**config.mk**
```make
export PLATFORM = sky130hd
export DESIGN_NAME = mesh_test_sequencer
export DESIGN_NICKNAME = d
export VERILOG_FILES = /design/src/rtl/mesh_seq_pkg.sv /design/src/rtl/seq_pmu_walker.sv /design/src/rtl/mesh_test_sequencer.sv
export SDC_FILE = /design/constraint.sdc
export NUM_CORES = 1
export LEC_CHECK = 0
export BUFFER_PORTS_ARGS = -buffer_cell sky130_fd_sc_hd__buf_4
export CORE_AREA = 2 2 589 591
export CTS_BUF_LIST = sky130_fd_sc_hd__clkbuf_4
export CTS_CLUSTER_DIAMETER = 60
export DETAILED_ROUTE_END_ITERATION = 10
export DIE_AREA = 0 0 591 593
export PLACE_DENSITY = 0.3
export SYNTH_ARGS = -nofsm -noshare
export SYNTH_HDL_FRONTEND = slang
export SYNTH_SLANG_ARGS = --single-unit
```
**constraint.sdc**
```tcl
create_clock -name aclk -period 2.4 [get_ports aclk]
set_clock_uncertainty 0.1 [all_clocks]
set_input_delay 0.36 -clock aclk [delete_from_list [all_inputs] [get_ports aclk]]
set_output_delay 0.36 -clock aclk [all_outputs]
set_load 0.1 [all_outputs]
```
**src/rtl/mesh_seq_pkg.sv**
```systemverilog
// Shared types for the mesh test sequencer: command opcodes, FSM states and
// default mesh geometry.
package mesh_seq_pkg;

   typedef enum logic [1:0] {
      OP_PUSH      = 2'd0,
      OP_RUN       = 2'd1,
      OP_SET_DEPTH = 2'd2,
      OP_RSVD      = 2'd3
   } op_e;

   typedef enum logic [2:0] {
      ST_IDLE,
      ST_START,
      ST_GUARD,
      ST_RUN,
      ST_RD_ADDR,
      ST_RD_WAIT,
      ST_RD_OUT
   } state_e;

   localparam int NODES_DEF     = 16;
   localparam int PMU_WORDS_DEF = 20;

endpackage

```
**src/rtl/seq_pmu_walker.sv**
```systemverilog
// PMU readout walker: steps node (outer) and address (inner), drives the
// broadcast PMU address, captures one word per step and offers it on the result handshake.
module seq_pmu_walker
   import mesh_seq_pkg::*;
#(
   parameter int NODES      = NODES_DEF,
   parameter int PMU_ADDR_W = 5,
   parameter int PMU_DATA_W = 64,
   parameter int PMU_WORDS  = PMU_WORDS_DEF
) (
   input  logic                  clk,
   input  logic                  rst,
   input  logic                  go,
   output logic                  done,
   output logic [PMU_ADDR_W-1:0] pmu_addr,
   input  logic [PMU_DATA_W-1:0] pmu_data [NODES],
   output logic                  res_valid_o,
   input  logic                  res_ready_i,
   output logic [3:0]            res_node_o,
   output logic [PMU_ADDR_W-1:0] res_addr_o,
   output logic [PMU_DATA_W-1:0] res_data_o,
   output logic                  res_last_o
);

   localparam logic [3:0]            LAST_NODE = 4'(NODES - 1);
   localparam logic [PMU_ADDR_W-1:0] LAST_ADDR = PMU_ADDR_W'(PMU_WORDS - 1);

   state_e                phase;
   logic [3:0]            node_q;
   logic [PMU_ADDR_W-1:0] addr_q;
   logic                  last_word;
   logic                  hs;

   assign last_word = (node_q == LAST_NODE) && (addr_q == LAST_ADDR);
   assign hs        = (phase == ST_RD_OUT) && res_ready_i;
   assign done      = hs && last_word;

   always_ff @(posedge clk) begin
      if (rst) begin
         phase       <= ST_IDLE;
         node_q      <= '0;
         addr_q      <= '0;
         pmu_addr    <= '0;
         res_valid_o <= 1'b0;
         res_node_o  <= '0;
         res_addr_o  <= '0;
         res_data_o  <= '0;
         res_last_o  <= 1'b0;
      end else begin
         case (phase)
            ST_IDLE: begin
               if (go) begin
                  phase    <= ST_RD_ADDR;
                  node_q   <= '0;
                  addr_q   <= '0;
                  pmu_addr <= '0;
               end
            end
            ST_RD_ADDR: phase <= ST_RD_WAIT;
            // PMU data for addr_q is valid by the end of the wait cycle
            ST_RD_WAIT: begin
               phase       <= ST_RD_OUT;
               res_valid_o <= 1'b1;
               res_node_o  <= node_q;
               res_addr_o  <= addr_q;
               res_data_o  <= pmu_data[node_q];
               res_last_o  <= last_word;
            end
            ST_RD_OUT: begin
               if (hs) begin
                  res_valid_o <= 1'b0;
                  if (last_word) begin
                     phase <= ST_IDLE;
                  end else begin
                     phase <= ST_RD_ADDR;
                     if (addr_q == LAST_ADDR) begin
                        addr_q   <= '0;
                        pmu_addr <= '0;
                        node_q   <= node_q + 4'd1;
                     end else begin
                        addr_q   <= addr_q + 1'b1;
                        pmu_addr <= addr_q + 1'b1;
                     end
                  end
               end
            end
            default: phase <= ST_IDLE;
         endcase
      end
   end

endmodule

```
**src/rtl/mesh_test_sequencer.sv**
```systemverilog
// Cycle-exact sequencer for the mesh-with-loaders harness: programs loader
// FIFOs, launches and supervises a run, then streams every node's PMU counters out.
module mesh_test_sequencer
   import mesh_seq_pkg::*;
#(
   parameter int NODES      = NODES_DEF,
   parameter int ID_W       = 5,
   parameter int PMU_ADDR_W = 5,
   parameter int PMU_DATA_W = 64,
   parameter int PMU_WORDS  = PMU_WORDS_DEF,
   parameter int TIMEOUT    = 65535,
   parameter int CYC_W      = 32
) (
   input  logic                  aclk,
   input  logic                  areset,
   input  logic                  cmd_valid_i,
   output logic                  cmd_ready_o,
   input  logic [1:0]            cmd_op_i,
   input  logic [3:0]            cmd_node_i,
   input  logic [ID_W-1:0]       cmd_id_i,
   input  logic                  cmd_write_i,
   input  logic [7:0]            cmd_axlen_i,
   input  logic [7:0]            cmd_depth_i,
   output logic [7:0]            req_depth_o,
   output logic [ID_W-1:0]       id_o [NODES],
   output logic                  write_o [NODES],
   output logic [7:0]            axlen_o [NODES],
   output logic                  fifo_push_o [NODES],
   output logic                  start_o,
   input  logic                  idle_i [NODES],
   output logic [PMU_ADDR_W-1:0] pmu_addr_o [NODES],
   input  logic [PMU_DATA_W-1:0] pmu_data_i [NODES],
   output logic                  res_valid_o,
   input  logic                  res_ready_i,
   output logic [3:0]            res_node_o,
   output logic [PMU_ADDR_W-1:0] res_addr_o,
   output logic [PMU_DATA_W-1:0] res_data_o,
   output logic                  res_last_o,
   output logic                  busy_o,
   output logic                  timeout_o,
   output logic [CYC_W-1:0]      cycles_o
);

   state_e                state;
   logic                  guard_q;
   logic [ID_W-1:0]       id_q;
   logic                  write_q;
   logic [7:0]            axlen_q;
   logic [NODES-1:0]      push_q;
   logic [NODES-1:0]      idle_vec;
   logic                  all_idle;
   logic                  at_timeout;
   logic                  walk_go;
   logic                  walk_done;
   logic [PMU_ADDR_W-1:0] walk_addr;

   function automatic logic [CYC_W-1:0] sat_inc(input logic [CYC_W-1:0] v);
      return (&v) ? v : v + 1'b1;
   endfunction

   always_comb begin
      idle_vec = '0;
      for (int i = 0; i < NODES; i++) begin
         idle_vec[i]    = idle_i[i];
         id_o[i]        = id_q;
         write_o[i]     = write_q;
         axlen_o[i]     = axlen_q;
         fifo_push_o[i] = push_q[i];
         pmu_addr_o[i]  = walk_addr;
      end
   end

   assign all_idle    = &idle_vec;
   assign at_timeout  = (cycles_o == CYC_W'(TIMEOUT - 1));
   assign walk_go     = (state == ST_RUN) && (all_idle || at_timeout);
   assign cmd_ready_o = (state == ST_IDLE);
   assign busy_o      = (state != ST_IDLE);

   always_ff @(posedge aclk) begin
      if (areset) begin
         state       <= ST_IDLE;
         guard_q     <= 1'b0;
         id_q        <= '0;
         write_q     <= 1'b0;
         axlen_q     <= '0;
         push_q      <= '0;
         start_o     <= 1'b0;
         req_depth_o <= '0;
         timeout_o   <= 1'b0;
         cycles_o    <= '0;
      end else begin
         push_q  <= '0;
         start_o <= 1'b0;
         case (state)
            ST_IDLE: begin
               if (cmd_valid_i) begin
                  case (op_e'(cmd_op_i))
                     OP_PUSH: begin
                        id_q    <= cmd_id_i;
                        write_q <= cmd_write_i;
                        axlen_q <= cmd_axlen_i;
                        if (32'(cmd_node_i) < NODES) push_q[cmd_node_i] <= 1'b1;
                     end
                     OP_SET_DEPTH: req_depth_o <= cmd_depth_i;
                     OP_RUN: begin
                        state     <= ST_START;
                        start_o   <= 1'b1;
                        timeout_o <= 1'b0;
                        cycles_o  <= '0;
                     end
                     default: ;
                  endcase
               end
            end
            ST_START: begin
               state   <= ST_GUARD;
               guard_q <= 1'b0;
            end
            // loaders need two cycles to drop idle after start
            ST_GUARD: begin
               if (guard_q) state <= ST_RUN;
               else         guard_q <= 1'b1;
            end
            ST_RUN: begin
               cycles_o <= sat_inc(cycles_o);
               if (all_idle) begin
                  state <= ST_RD_ADDR;
               end else if (at_timeout) begin
                  timeout_o <= 1'b1;
                  state     <= ST_RD_ADDR;
               end
            end
            // the walker sequences the per-word phases; this state spans the whole readout
            ST_RD_ADDR: if (walk_done) state <= ST_IDLE;
            default: state <= ST_IDLE;
         endcase
      end
   end

   seq_pmu_walker #(
      .NODES      (NODES),
      .PMU_ADDR_W (PMU_ADDR_W),
      .PMU_DATA_W (PMU_DATA_W),
      .PMU_WORDS  (PMU_WORDS)
   ) u_walker (
      .clk         (aclk),
      .rst         (areset),
      .go          (walk_go),
      .done        (walk_done),
      .pmu_addr    (walk_addr),
      .pmu_data    (pmu_data_i),
      .res_valid_o (res_valid_o),
      .res_ready_i (res_ready_i),
      .res_node_o  (res_node_o),
      .res_addr_o  (res_addr_o),
      .res_data_o  (res_data_o),
      .res_last_o  (res_last_o)
   );

endmodule

```
# Word-level counts from Yosys, hierarchy flattened
# Cells that the tools add are included.
[op_classes] n_bitwise=4 addsub=3 mux=39 reduce_logical=27 magnitude_cmp=3 n_eq_ne=24
[op_table] operator="$bmux W64 S4" n=1
[op_table] operator="$mux W64" n=2
[op_table] operator="$mux W32" n=3
[op_table] operator="$pmux W32 S2" n=1
[op_table] operator="$add A32 B1 Y32 const B" n=1
[op_table] operator="$eq A32 B16 Y1 const B" n=1
[op_table] operator="$reduce_and A32 Y1" n=1
[op_table] operator="$mux W3" n=9
[op_table] operator="$mux W5" n=4
[op_table] operator="$mux W4" n=4
[op_table] operator="$reduce_and A16 Y1" n=1
[op_table] operator="$pmux W3 S5" n=1
[op_table] operator="$reduce_and A5 Y1" n=3
[op_table] operator="$ne A2 B2 Y1 const B" n=7
[op_table] operator="$eq A3 B3 Y1 const B" n=4
[op_table] operator="$pmux W3 S4" n=1
[op_table] operator="$pmux W5 S2" n=1
[op_table] operator="$ne A2 B1 Y1 const B" n=4
[op_table] operator="$pmux W4 S2" n=1
[op_table] operator="$reduce_and A4 Y1" n=2
[op_table] operator="$reduce_bool A2 Y1" n=4
[op_table] operator="$mux W1" n=7
[op_table] operator="$eq A3 B2 Y1 const B" n=2
[op_table] operator="$logic_not A3 Y1" n=2
[op_table] operator="23 further kinds" n=33
[totals] output_inout_bits=439 in_bits=1072 register_bits=163

# Logic depth before layout (Yosys ltp)
[logic_depth] word_depth=5 depth_mapped=8

# Modules after synthesis
# From an unflattened synthesis, not the netlist that was laid out.
[unflattened] cells_unflattened=1631 area_unflattened_um2=16503.3
[by_module_without_submodules] module="seq_pmu_walker" area_each_um2=10881.7 n_inst=1 cells_per_inst=929
[by_module_without_submodules] module="mesh_test_sequencer" area_each_um2=5621.6 n_inst=1 cells_per_inst=702

# Worst setup path after synthesis
# No wires, ideal clock.
[synth_path] path_kind="register -> register" startpoint="register state[2]" endpoint="register cycles_o[0]" required_time_ns=2.168 path_slack_ns=-3.019 stages_incl_launch_ff=8 n_path_buf=3 t_arrival_ns=5.187 path_cell_list="dfxtp_1 > clkbuf_1 > nor3_1 > inv_1 > o21ai_0 > clkbuf_1 > clkbuf_1 > a21oi_1"
[synth_between] elab_chain_cells=3 elab_cells_between_ends=8
[synth_lines] item="start: declaration" line_no="mesh_test_sequencer.sv:44" source="state_e state;"
[synth_lines] item="start signal: assignment" line_no="mesh_test_sequencer.sv:81" source="state <= ST_IDLE;"
[synth_lines] item="start signal: assignment" line_no="mesh_test_sequencer.sv:106" source="state <= ST_START;"
[synth_lines] item="start signal: assignment" line_no="mesh_test_sequencer.sv:116" source="state <= ST_GUARD;"
[synth_lines] item="$logic_not A3 Y1 (*)"
[synth_lines] item="via cmd_ready_o" line_no="mesh_test_sequencer.sv:17" source="output logic cmd_ready_o,"
[synth_lines] item="$ne A2 B1 Y1 (no source line), or another cell as far along"
[synth_lines] item="$reduce_and A4 Y1 (no source line)"
[synth_lines] item="end signal: assignment" line_no="mesh_test_sequencer.sv:125" source="cycles_o <= sat_inc(cycles_o);"
[synth_lines] item="end: declaration" line_no="mesh_test_sequencer.sv:41" source="output logic [CYC_W-1:0] cycles_o"
# The timed path passes the listed nets; every way through them passes the cells marked *.
# A chain may end at the register's enable or synchronous reset.

# Worst setup path in the final report
[layout_path] startpoint="register state[1]" endpoint="output port busy_o"
[layout_between] elab_chain_cells=1
[layout_lines] item="$reduce_bool A3 Y1" line_no="mesh_test_sequencer.sv:77" source="assign busy_o = (state != ST_IDLE);"
[layout_lines] item="end: declaration" line_no="mesh_test_sequencer.sv:39" source="output logic busy_o,"
# Every way passes these cells.

==> results.cfg <==
[routing]
ant_nets = 0
drc_errors = 0
drt-total-wl_mm = 227
via_count = 25489
route.detailed.wl_per_inst_um = 25.9
first_pass_iters = 5
route.detailed.vias_per_inst = 2.90
drt_iter0_drc = 1525

[floorplan]
die_width_um = 591
die_h_um = 593
design.die.area_um2 = 350000
core_um2 = 345000
floorplan.initialDensity = 0.0467
placementRows = 216
io-pin-count = 1511

[layout]
layoutNonFillerInstCount = 8787
layout_cell_share_with_drive_strength_beyond_1 = 0.555
number_of_nets_in_the_layout = 5190
layout_commonest_cell = sky130_fd_sc_hd__buf_4
postLayoutCellArea_um2 = 51000
layout-area-overhead-vs-synth_pct = 217
final_cell_mix = 1341 x sky130_fd_sc_hd__buf_4, 1075 x sky130_fd_sc_hd__dlygate4sd3_1, 343 x sky130_fd_sc_hd__buf_12

[place]
place.detailed.instances = 7447
placement.io_buffers = 1510
gpl.final_weighted_congestion = 0.898
detailedPlacementHpwl_mm = 190
placedInstanceArea_um2 = 32700

[clock_network]
clk_pin_slew_worst_paths_ps = 200
htree_num_levels = 4
clock_sink_count = 163
clk-insertion-delay-late_ps = 960
clk_path_buf_depth = 3
tritoncts = done
cts_root_buffer = sky130_fd_sc_hd__clkbuf_4
cts_made_buffers = 21

[yosys]
synthArstFlopShare = 0
synth_cell_types = 50
syn_nets = 2624
synth.yosys.warnings = 0
netlist_instances = 1548
dominantRegCellSynth = sky130_fd_sc_hd__dfxtp_1
seq_area_frac_synth = 0.203
mean_area_per_synthesized_cell_um2 = 10.4
number_of_flops_mapped_to_enable_cells_by_yosys = 0
synth_seq_cells = 163
post_synth_instance_area_um2 = 16100

[global_routing]
grt_pass1_vias = 26687
grt_first_pass_wirelength_mm = 279
pin_count_of_the_biggest_net_entering_global_routing = 49
gr-total-overflow = 0
grt_use_total = 0.123
antenna_found_initial = 211

[sta]
fmax_mhz = 401
period_minus_slack_ps = 2490
finalHoldViolations = 0
final.hold.worst_slack_ps = 198
fin_ws_ps = -94.2
rsz0062_at_grt = true
setup_viol = 4
worst_pin_slew_ps = 630
finalMaxSlewViolations = 0
maxSlewHeadroom = 0.580
finalCritPeriodShare = 1.04

[worst_setup_path]
cp_data_arrival_time_ps = 2030
worstSetupStartpointType = flip-flop
critical_path_endpoint_category = output port
required_ps = 1940
timing.critical_path.fanout_max = 3
path_class = flip-flop to output port

[job]
max-cap-violations = 0

[power]
internal_power_summed_over_all_cells_mw = 6.66
seqPwrFrac = 0.244
vdd_drop_max_uv = 198
p_leak_nw = 19.2
comb_power_share = 0.538
switching_power_share_of_the_total = 0.401
power_switching_mw = 4.47
power_density_nw_per_um2 = 218
power_frac_clock = 0.218

[outcome]
outcome = finished, violations left
violations = negative setup slack

[hold_path]
hp-class = primary input to flip-flop
-- worst max-delay path: stages (launching register included) --
cell	delay (ps)
sky130_fd_sc_hd__dfxtp_2	360
sky130_fd_sc_hd__buf_6	110
sky130_fd_sc_hd__nor3_4	260
sky130_fd_sc_hd__clkinvlp_4	190
sky130_fd_sc_hd__buf_12	190
-- Yosys cell counts (2+ instances only) --
library cell                 n  area [um^2]
sky130_fd_sc_hd__ha_1        4         50.1
sky130_fd_sc_hd__and3b_1     2         17.5
sky130_fd_sc_hd__a21boi_0    2         15.0
sky130_fd_sc_hd__or3_1       8         50.1
sky130_fd_sc_hd__mux4_2    256         5770
sky130_fd_sc_hd__nand3b_1    5         37.5
sky130_fd_sc_hd__o31ai_1    10         75.1
sky130_fd_sc_hd__o22ai_1     2         12.5
sky130_fd_sc_hd__buf_4     286         2150
sky130_fd_sc_hd__clkbuf_1   78          293
sky130_fd_sc_hd__nand3_1    17         85.1
sky130_fd_sc_hd__nor2_1    111          417
sky130_fd_sc_hd__and2_1      3         18.8
sky130_fd_sc_hd__or4_1      14          105
sky130_fd_sc_hd__nor3_1     18         90.1
sky130_fd_sc_hd__a311oi_1    3         26.3
sky130_fd_sc_hd__nand4_1    24          150
sky130_fd_sc_hd__and3_1      7         43.8
sky130_fd_sc_hd__o211ai_1    4         30.0
sky130_fd_sc_hd__and4_1      3         26.3
sky130_fd_sc_hd__a21oi_1   117          586
sky130_fd_sc_hd__nor2b_1     4         25.0
sky130_fd_sc_hd__a32oi_1     2         17.5
sky130_fd_sc_hd__nor4_1     11         68.8
sky130_fd_sc_hd__o21a_1      2         15.0
sky130_fd_sc_hd__nand2b_1   16          100
sky130_fd_sc_hd__nor4bb_1    2         20.0
sky130_fd_sc_hd__nand4b_1    2         17.5
sky130_fd_sc_hd__dfxtp_1   163         3260
sky130_fd_sc_hd__inv_1       9         33.8
sky130_fd_sc_hd__nor3b_1     3         22.5
sky130_fd_sc_hd__nand2_1    83          312
sky130_fd_sc_hd__o21ai_0    75          375
sky130_fd_sc_hd__nor4b_1     2         17.5
sky130_fd_sc_hd__a211oi_1    3         22.5
sky130_fd_sc_hd__buf_1      34          128
sky130_fd_sc_hd__mux2i_1   147         1470
sky130_fd_sc_hd__a31oi_1     4         25.0
-- metrics by stage --
stage | power (mW) | util | setup WS, ps | setup TNS (ps)
after floorplan | 4.46 | - | -752 | -15630
after global placement | 6.45 | 0.0949 | -424 | -3550
after detailed placement | 6.46 | 0.0949 | -458 | -3700
after CTS | 11.6 | 0.145 | -454 | -24990
after global routing | 11.8 | 0.148 | -388 | -8980
final | 11.1 | 0.148 | -94.2 | -243
-- repair_timing --
item / in CTS / in global routing
buffers inserted: 89 / 41
pin swaps: 1 / 9
hold buffers: 1075 / 0
resized for setup: 1182 / 96
hold endpoints to repair: 150 / 0
setup endpoints to repair: 425 / 204
gates cloned: 15 / 10
-- sequential cells by signal, summed over array words and instances, names as in the netlist, 3 cells and up --
signal,cells
u_walker.res_data_o,64
cycles_o,32
push_q,16
axlen_q,8
req_depth_o,8
id_q,5
u_walker.pmu_addr,5
u_walker.res_addr_o,5
u_walker.node_q,4
u_walker.res_node_o,4
state,3
u_walker.phase,3
-- cell families after synthesis --
family	count (synthesis)	synth area share
flip-flops	163	0.203
adder cells (fa/ha/maj)	4	0.00311
multiplexers	403	0.450
buffers and inverters	408	0.162
AO/OA/AOI/OAI	229	0.0771
AND/OR/NAND/NOR	341	0.105
-- final timing paths --
kind | cells past startpoint | slack, ps | endpoint | start
worst max-delay path | 4 | -90 | busy_o | state[1]$_SDFFE_PP0P_
worst min-delay path | 6 | 200 | u_walker.res_data_o[17]$_SDFFE_PP0P_ | pmu_data_i[721]
worst max register to register | 9 | 30 | u_walker.res_data_o[53]$_SDFFE_PP0P_ | u_walker.node_q[0]$_SDFFE_PP0P_
worst min register to register | 2 | 370 | u_walker.res_node_o[2]$_SDFFE_PP0P_ | u_walker.res_node_o[2]$_SDFFE_PP0P_
-- area by class of cell --
cell class                      instances  area [um^2]
Multi-Input combinational cell        977        10500
Clock inverter                         12          128
Tap cell                             4578         5730
Fill cell                           38607       294000
Inverter                                9         37.5
Antenna cell                           85          213
Clock buffer                           21          158
Sequential cell                       163         3440
Timing Repair Buffer                 2942        30700
-- metal layers --
metal | global-route usage | vias up | wire length, um
met4 | 0.0448 | 38 | 9400
li1 | - | 10920 | -
met2 | 0.242 | 1507 | 126000
met1 | 0.128 | 12563 | 79900
met3 | 0.0213 | 461 | 12100
met5 | 0 | - | 253
-- power groups by stage --
stage               combinational, mW  clock, mW  sequential (mW)
floorplan                        1.54          0             2.92
global placement                 3.64          0             2.81
detailed placement               3.65          0             2.81
CTS                              6.03       2.83             2.72
global route                     6.24       2.80             2.72
finish                           5.99       2.43             2.72
No activity file was read; power rests on OpenSTA's default activity.
